**config.mk**
```make
export PLATFORM = sky130hd
export DESIGN_NAME = scandbl_reader
export DESIGN_NICKNAME = d
export VERILOG_FILES = /design/src/rtl/scandbl_reader_pkg.sv /design/src/rtl/scandbl_reader.sv
export SDC_FILE = /design/constraint.sdc
export NUM_CORES = 1
export LEC_CHECK = 0
export BUFFER_PORTS_ARGS = -buffer_cell sky130_fd_sc_hd__clkbuf_2
export CAP_MARGIN = 40
export CORE_UTILIZATION = 55
export CTS_BUF_LIST = sky130_fd_sc_hd__clkbuf_8
export DETAILED_ROUTE_END_ITERATION = 16
export PLACE_DENSITY = 0.79
export SETUP_SLACK_MARGIN = 0.3
export SLEW_MARGIN = 20
export SYNTH_ARGS = -nofsm -noshare
export SYNTH_HDL_FRONTEND = slang
export SYNTH_SLANG_ARGS = --single-unit
```
**constraint.sdc**
```tcl
create_clock -name clk -period 2.69 [get_ports clk]
set_input_delay 0.4035 -clock clk [delete_from_list [all_inputs] [get_ports clk]]
set_output_delay 0.4035 -clock clk [all_outputs]
set_load 0.005 [all_outputs]
```
**src/rtl/scandbl_reader_pkg.sv**
```systemverilog
// -----------------------------------------------------------------------------
// scandbl_reader_pkg
// Shared definitions for the scan-doubler line-buffer read side (and the write
// side sequencer that feeds it): FSM state encoding and the default horizontal
// timing of one output line, all in output-pixel periods.
// -----------------------------------------------------------------------------
package scandbl_reader_pkg;

  // Width of the pixel-period counter and of the line-buffer read address.
  localparam int CNT_W = 10;

  // Default output-line timing (640x480 @ 60 Hz horizontal, pixel periods).
  localparam int DEF_H_ACTIVE = 640;
  localparam int DEF_H_FP     = 16;
  localparam int DEF_H_SYNC   = 96;
  localparam int DEF_H_BP     = 48;

  // Read-side sequencer states.
  typedef enum logic [2:0] {
    ST_IDLE   = 3'd0,
    ST_ACTIVE = 3'd1,
    ST_FP     = 3'd2,
    ST_SYNC   = 3'd3,
    ST_BP     = 3'd4
  } state_t;

endpackage : scandbl_reader_pkg

```
**src/rtl/scandbl_reader.sv**
```systemverilog
// -----------------------------------------------------------------------------
// scandbl_reader
// Read side of a line-doubling scan converter. Every stored input line is read
// out twice (pass 0, then pass 1) with full horizontal timing, so the output
// runs at twice the input line rate. Lines are handed over by the writer via a
// pending slot; if no fresh line is waiting when one is needed the line is
// blanked (underrun), and a newer line arriving on top of an unread one
// replaces it (overrun).
//
// Ports
//   clk        system clock, all state changes on its rising edge
//   rst_n      asynchronous active-low reset
//   ce         output-pixel clock enable (one pixel period per ce-high cycle)
//   line_done  one-clk pulse: a complete line now sits in bank line_bank
//   line_bank  bank completed by the writer, sampled with line_done
//   clr_flags  synchronous clear of underrun/overrun (a coincident set wins)
//   rd_bank    bank currently being read
//   rd_addr    read address into the line buffer (0 outside ACTIVE)
//   hsync      horizontal sync, active-high
//   de         display enable, one ce behind rd_addr to match buffer latency
//   pass       0 = first read of the stored line, 1 = repeat read
//   underrun   sticky: a line started with no fresh line pending
//   overrun    sticky: line_done arrived while a line was still pending
//   dbg_state  current sequencer state, for observation only
//
// Handshake: line_done/line_bank form a pulse-only transfer with no
// back-pressure. The pending slot accepts on every clk; the sequencer takes it
// on a ce edge at a line start. A take and a new line_done in the same clk
// leave the slot full with the new bank and do not count as an overrun.
// -----------------------------------------------------------------------------
module scandbl_reader
  import scandbl_reader_pkg::*;
#(
  parameter int H_ACTIVE = DEF_H_ACTIVE,
  parameter int H_FP     = DEF_H_FP,
  parameter int H_SYNC   = DEF_H_SYNC,
  parameter int H_BP     = DEF_H_BP
) (
  input  logic             clk,
  input  logic             rst_n,
  input  logic             ce,
  input  logic             line_done,
  input  logic             line_bank,
  input  logic             clr_flags,
  output logic             rd_bank,
  output logic [CNT_W-1:0] rd_addr,
  output logic             hsync,
  output logic             de,
  output logic             pass,
  output logic             underrun,
  output logic             overrun,
  output state_t           dbg_state
);

  // Terminal counts: a state of length N ends when the counter reads N-1.
  localparam logic [CNT_W-1:0] LAST_ACTIVE = CNT_W'(H_ACTIVE - 1);
  localparam logic [CNT_W-1:0] LAST_FP     = CNT_W'(H_FP - 1);
  localparam logic [CNT_W-1:0] LAST_SYNC   = CNT_W'(H_SYNC - 1);
  localparam logic [CNT_W-1:0] LAST_BP     = CNT_W'(H_BP - 1);

  state_t           state_q, state_d;
  logic [CNT_W-1:0] cnt_q, cnt_d;
  logic             rd_bank_q, rd_bank_d;
  logic             pass_q, pass_d;
  logic             blank_q, blank_d;   // current line is an underrun line
  logic             de_q, de_d;
  logic             pending_q, pend_bank_q;
  logic             underrun_q, overrun_q;
  logic             consume;            // pending slot taken this clk
  logic             under_set;

  // ---------------------------------------------------------------------------
  // Sequencer state register
  // ---------------------------------------------------------------------------
  always_ff @(posedge clk or negedge rst_n) begin
    if (!rst_n) begin
      state_q   <= ST_IDLE;
      cnt_q     <= '0;
      rd_bank_q <= 1'b0;
      pass_q    <= 1'b0;
      blank_q   <= 1'b0;
      de_q      <= 1'b0;
    end else begin
      state_q   <= state_d;
      cnt_q     <= cnt_d;
      rd_bank_q <= rd_bank_d;
      pass_q    <= pass_d;
      blank_q   <= blank_d;
      de_q      <= de_d;
    end
  end

  // ---------------------------------------------------------------------------
  // Sequencer next state
  // ---------------------------------------------------------------------------
  always_comb begin
    state_d   = state_q;
    cnt_d     = cnt_q;
    rd_bank_d = rd_bank_q;
    pass_d    = pass_q;
    blank_d   = blank_q;
    de_d      = de_q;
    consume   = 1'b0;
    under_set = 1'b0;

    if (ce) begin
      // de is the ACTIVE indication of the previous pixel period.
      de_d  = (state_q == ST_ACTIVE) && !blank_q;
      cnt_d = cnt_q + 1'b1;
      unique case (state_q)
        ST_IDLE: begin
          cnt_d = '0;
          if (pending_q) begin
            state_d   = ST_ACTIVE;
            pass_d    = 1'b0;
            rd_bank_d = pend_bank_q;
            blank_d   = 1'b0;
            consume   = 1'b1;
          end
        end
        ST_ACTIVE: if (cnt_q == LAST_ACTIVE) begin
          state_d = ST_FP;
          cnt_d   = '0;
        end
        ST_FP: if (cnt_q == LAST_FP) begin
          state_d = ST_SYNC;
          cnt_d   = '0;
        end
        ST_SYNC: if (cnt_q == LAST_SYNC) begin
          state_d = ST_BP;
          cnt_d   = '0;
        end
        ST_BP: if (cnt_q == LAST_BP) begin
          // Timing never stops once running; only the line source changes.
          state_d = ST_ACTIVE;
          cnt_d   = '0;
          blank_d = 1'b0;
          if (!pass_q) begin
            pass_d = 1'b1;
          end else if (pending_q) begin
            pass_d    = 1'b0;
            rd_bank_d = pend_bank_q;
            consume   = 1'b1;
          end else begin
            pass_d    = 1'b0;
            blank_d   = 1'b1;
            under_set = 1'b1;
          end
        end
        default: begin
          state_d = ST_IDLE;
          cnt_d   = '0;
        end
      endcase
    end
  end

  // ---------------------------------------------------------------------------
  // Pending slot and sticky flags: run on every clk, independent of ce.
  // ---------------------------------------------------------------------------
  always_ff @(posedge clk or negedge rst_n) begin
    if (!rst_n) begin
      pending_q   <= 1'b0;
      pend_bank_q <= 1'b0;
      underrun_q  <= 1'b0;
      overrun_q   <= 1'b0;
    end else begin
      if (line_done) begin
        pending_q   <= 1'b1;
        pend_bank_q <= line_bank;
      end else if (consume) begin
        pending_q <= 1'b0;
      end

      if (line_done && pending_q && !consume) overrun_q <= 1'b1;
      else if (clr_flags)                     overrun_q <= 1'b0;

      if (under_set)      underrun_q <= 1'b1;
      else if (clr_flags) underrun_q <= 1'b0;
    end
  end

  assign rd_addr   = (state_q == ST_ACTIVE) ? cnt_q : '0;
  assign hsync     = (state_q == ST_SYNC);
  assign de        = de_q;
  assign rd_bank   = rd_bank_q;
  assign pass      = pass_q;
  assign underrun  = underrun_q;
  assign overrun   = overrun_q;
  assign dbg_state = state_q;

endmodule : scandbl_reader

```
==> reports/results.ini <==
[status]
status = complete, no violations

[critical_path]
critPathCaptureType = flop
rr_worst_depth = 6
r2r-end = dbg_state[2]$_DFFE_PN0P_
critical_path_arrival_ps = 2330
path_max_fanout = 5
critPathLaunch = cnt_q[0]$_DFFE_PN0P_
worst-setup-path-type = reg2reg
required_ps = 2840
r2r_slack_ps = 510
slowest_stage = or4_4
crit_end = dbg_state[2]$_DFFE_PN0P_
critPathLaunchType = flop
crit_chain = ha_1 > nand4_2 > or4_4 > a21oi_2 > nand3_2 > mux2_1
cp_slowest_stage_delay_ps = 560
r2r-start = cnt_q[0]$_DFFE_PN0P_

[global_routing]
grt_max_degree = 22
grt-ovfl-total = 0
gr-usage-all-layers_pct = 24.7
first_global_vias = 1003
antenna_found_initial = 0
grt_pass1_wl_um = 4710

[timing]
worst_slew_margin_rel_pct = 61.3
fin_crit_sh_pct = 81.0
tightest_slew_ps = 575
fmax_mhz = 459
setup_violations = 0
setup_ws_ps = 512
final_hold_viol_count = 0
period_minus_slack_ps = 2180
rsz0062_at_grt = no
fin_tns_setup_ps = 0
slew_viol_final = 0
finClkSkew_ps = 3.40

[clock_tree]
cts_buffers = 3
ctsHoldBuffers = 0
cts-root-buf = clkbuf_8
clk_pin_slew_ps = 80
postCtsResizedCells = 0
clk_latency_ps = 270
htreeDepth = 1
post_cts_buffers = 0
cts_tree = built
clk_path_buf_depth = 2
clock-sinks = 21

[routing]
via_per_inst = 6.08
wirelength_um = 2890
wl_per_cell_um = 15.2
dr.pass1.iters = 4
drt_iter0_markers = 37
drt_drc_violations_left = 0
dr_total_vias = 1155
postRouteAntennaNets = 0

[logic_synthesis]
synthMuxAreaShare_pct = 4.12
postSynthAreaPerCell_sq_um = 9.62
synth-edff-count = 0
synth-simple-area-share_pct = 26.8
synth_compound_area_share_pct = 23.6
synth_area_sq_mm = 0.00134
synthAdderAreaFrac_pct = 0.935
syn_inst = 139
ys_ff_latch = 21
synthFlopType = dfrtp_1
yosysTopAreaCell = dfrtp_1
synth-xor-area-share_pct = 1.31
synth_warnings = 0
async_flop_share_pct = 100
synth_cell_type_count = 50
syn_nets = 146
synth_top_family_by_area = simple AND/OR/NAND/NOR gates
synth_top_area_share_pct = 39.3
yosysSeqAreaShare_pct = 39.3
yosys-top-cells-area = dfrtp_1 (39%), and2_1 (4.7%), nand2_1 (3.1%)

[power]
power.density_mw_per_mm2 = 780
ir_drop_uv = 677
power_mw = 1.19
leakage_nw = 0.688

[placed_design]
gp_congestion = 0.907
portBuffers = 24
pre_cts_ws_ps = 547
placed_area_sq_mm = 0.00148
dp_hpwl_um = 2050

[final_layout]
final_nets = 170
syn_to_final_growth_pct = 13.8
mostFrequentLayoutCells = clkbuf_2 (24), dfrtp_1 (21), nand2_1 (11)
layout-drive-gt1-share_pct = 27.2
insertedDiodeCount = 0
stdcell_area_sq_mm = 0.00152
final_common_cell = clkbuf_2
post-route-util_pct = 67.5

[die]
core_sq_mm = 0.00225
floorplan.rows = 17
die_w_um = 51.3
pin_count = 25
fp.dieH_um = 51.3
die_area_sq_mm = 0.00263
start_util_pct = 59.3

[hold_path]
hp-class = in2async

[flow_run]
cap_violations = 0

## metal layers
layer  up-vias  share of wire, %  GRT usage [%]
li1        553                 -              -
met1       549                45           33.5
met2        48                47           38.4
met3         5               6.2           3.87
met4         0               1.6           11.7
met5         -                 0              0
## state kept, by name, summed over array words and instances (netlist names)
register / count
cnt_q: 10
dbg_state: 3
blank_q: 1
de: 1
overrun: 1
pass: 1
pend_bank_q: 1
pending_q: 1
rd_bank: 1
underrun: 1
## through the flow
step	instances	hold WS (ps)
floorplan	139	108
global placement	186	404
detailed placement	186	409
CTS	190	120
global route	190	146
finish	190	97.3
## cell usage after synthesis (all sizes together) (4+ instances only)
master and instances:
nor2 4, o21ai 11, nor3 7, a21oi 4, clkbuf 5, a21o 5
inv 8, mux2 4, nand3 5, a22o 4, dfrtp 21, and2 11
nand2 11
## logic make-up after synthesis
logic type,after synthesis
multiplexers,5
adder cells (fa/ha/maj),1
flip-flops,21
buffers and inverters,14
AO/OA/AOI/OAI,39
AND/OR/NAND/NOR,57
XOR/XNOR,2
## worst min path at each step
stage | start | to | slack [ps] | cells past startpoint
floorplan | rst_n | blank_q$_DFFE_PN0P_ | 110 | 0
global placement | rst_n | cnt_q[8]$_DFFE_PN0P_ | 400 | 1
detailed placement | rst_n | cnt_q[8]$_DFFE_PN0P_ | 410 | 1
CTS | rst_n | cnt_q[8]$_DFFE_PN0P_ | 120 | 1
global route | rst_n | cnt_q[5]$_DFFE_PN0P_ | 150 | 1
finish | rst_n | cnt_q[8]$_DFFE_PN0P_ | 100 | 1
## final cells by class
type	count	area [sq um]
inverter	8	30.0
multi-input combinational	104	758
sequential	21	526
timing repair buffer	25	128
fill	198	733
clock inverter	1	3.75
clock buffer	3	41.3
tap	28	35.0
## critical path, delay by kind of cell (launching register included)
family / cells / cell delay, ps
and+or+nand+nor: 3 / 840
DFF: 1 / 430
muxes: 1 / 330
adders and majority gates: 1 / 240
AOI/OAI and AO/OA: 1 / 210
## power breakdown
part           total, mW  leakage (nW)  switching, mW  internal [mW]
Combinational      0.500         0.385          0.275          0.225
Sequential         0.478         0.276          0.101          0.377
Clock              0.209        0.0269          0.107          0.102
Total               1.19         0.688          0.484          0.704
Note: power is estimated with default switching activity, not from simulation.
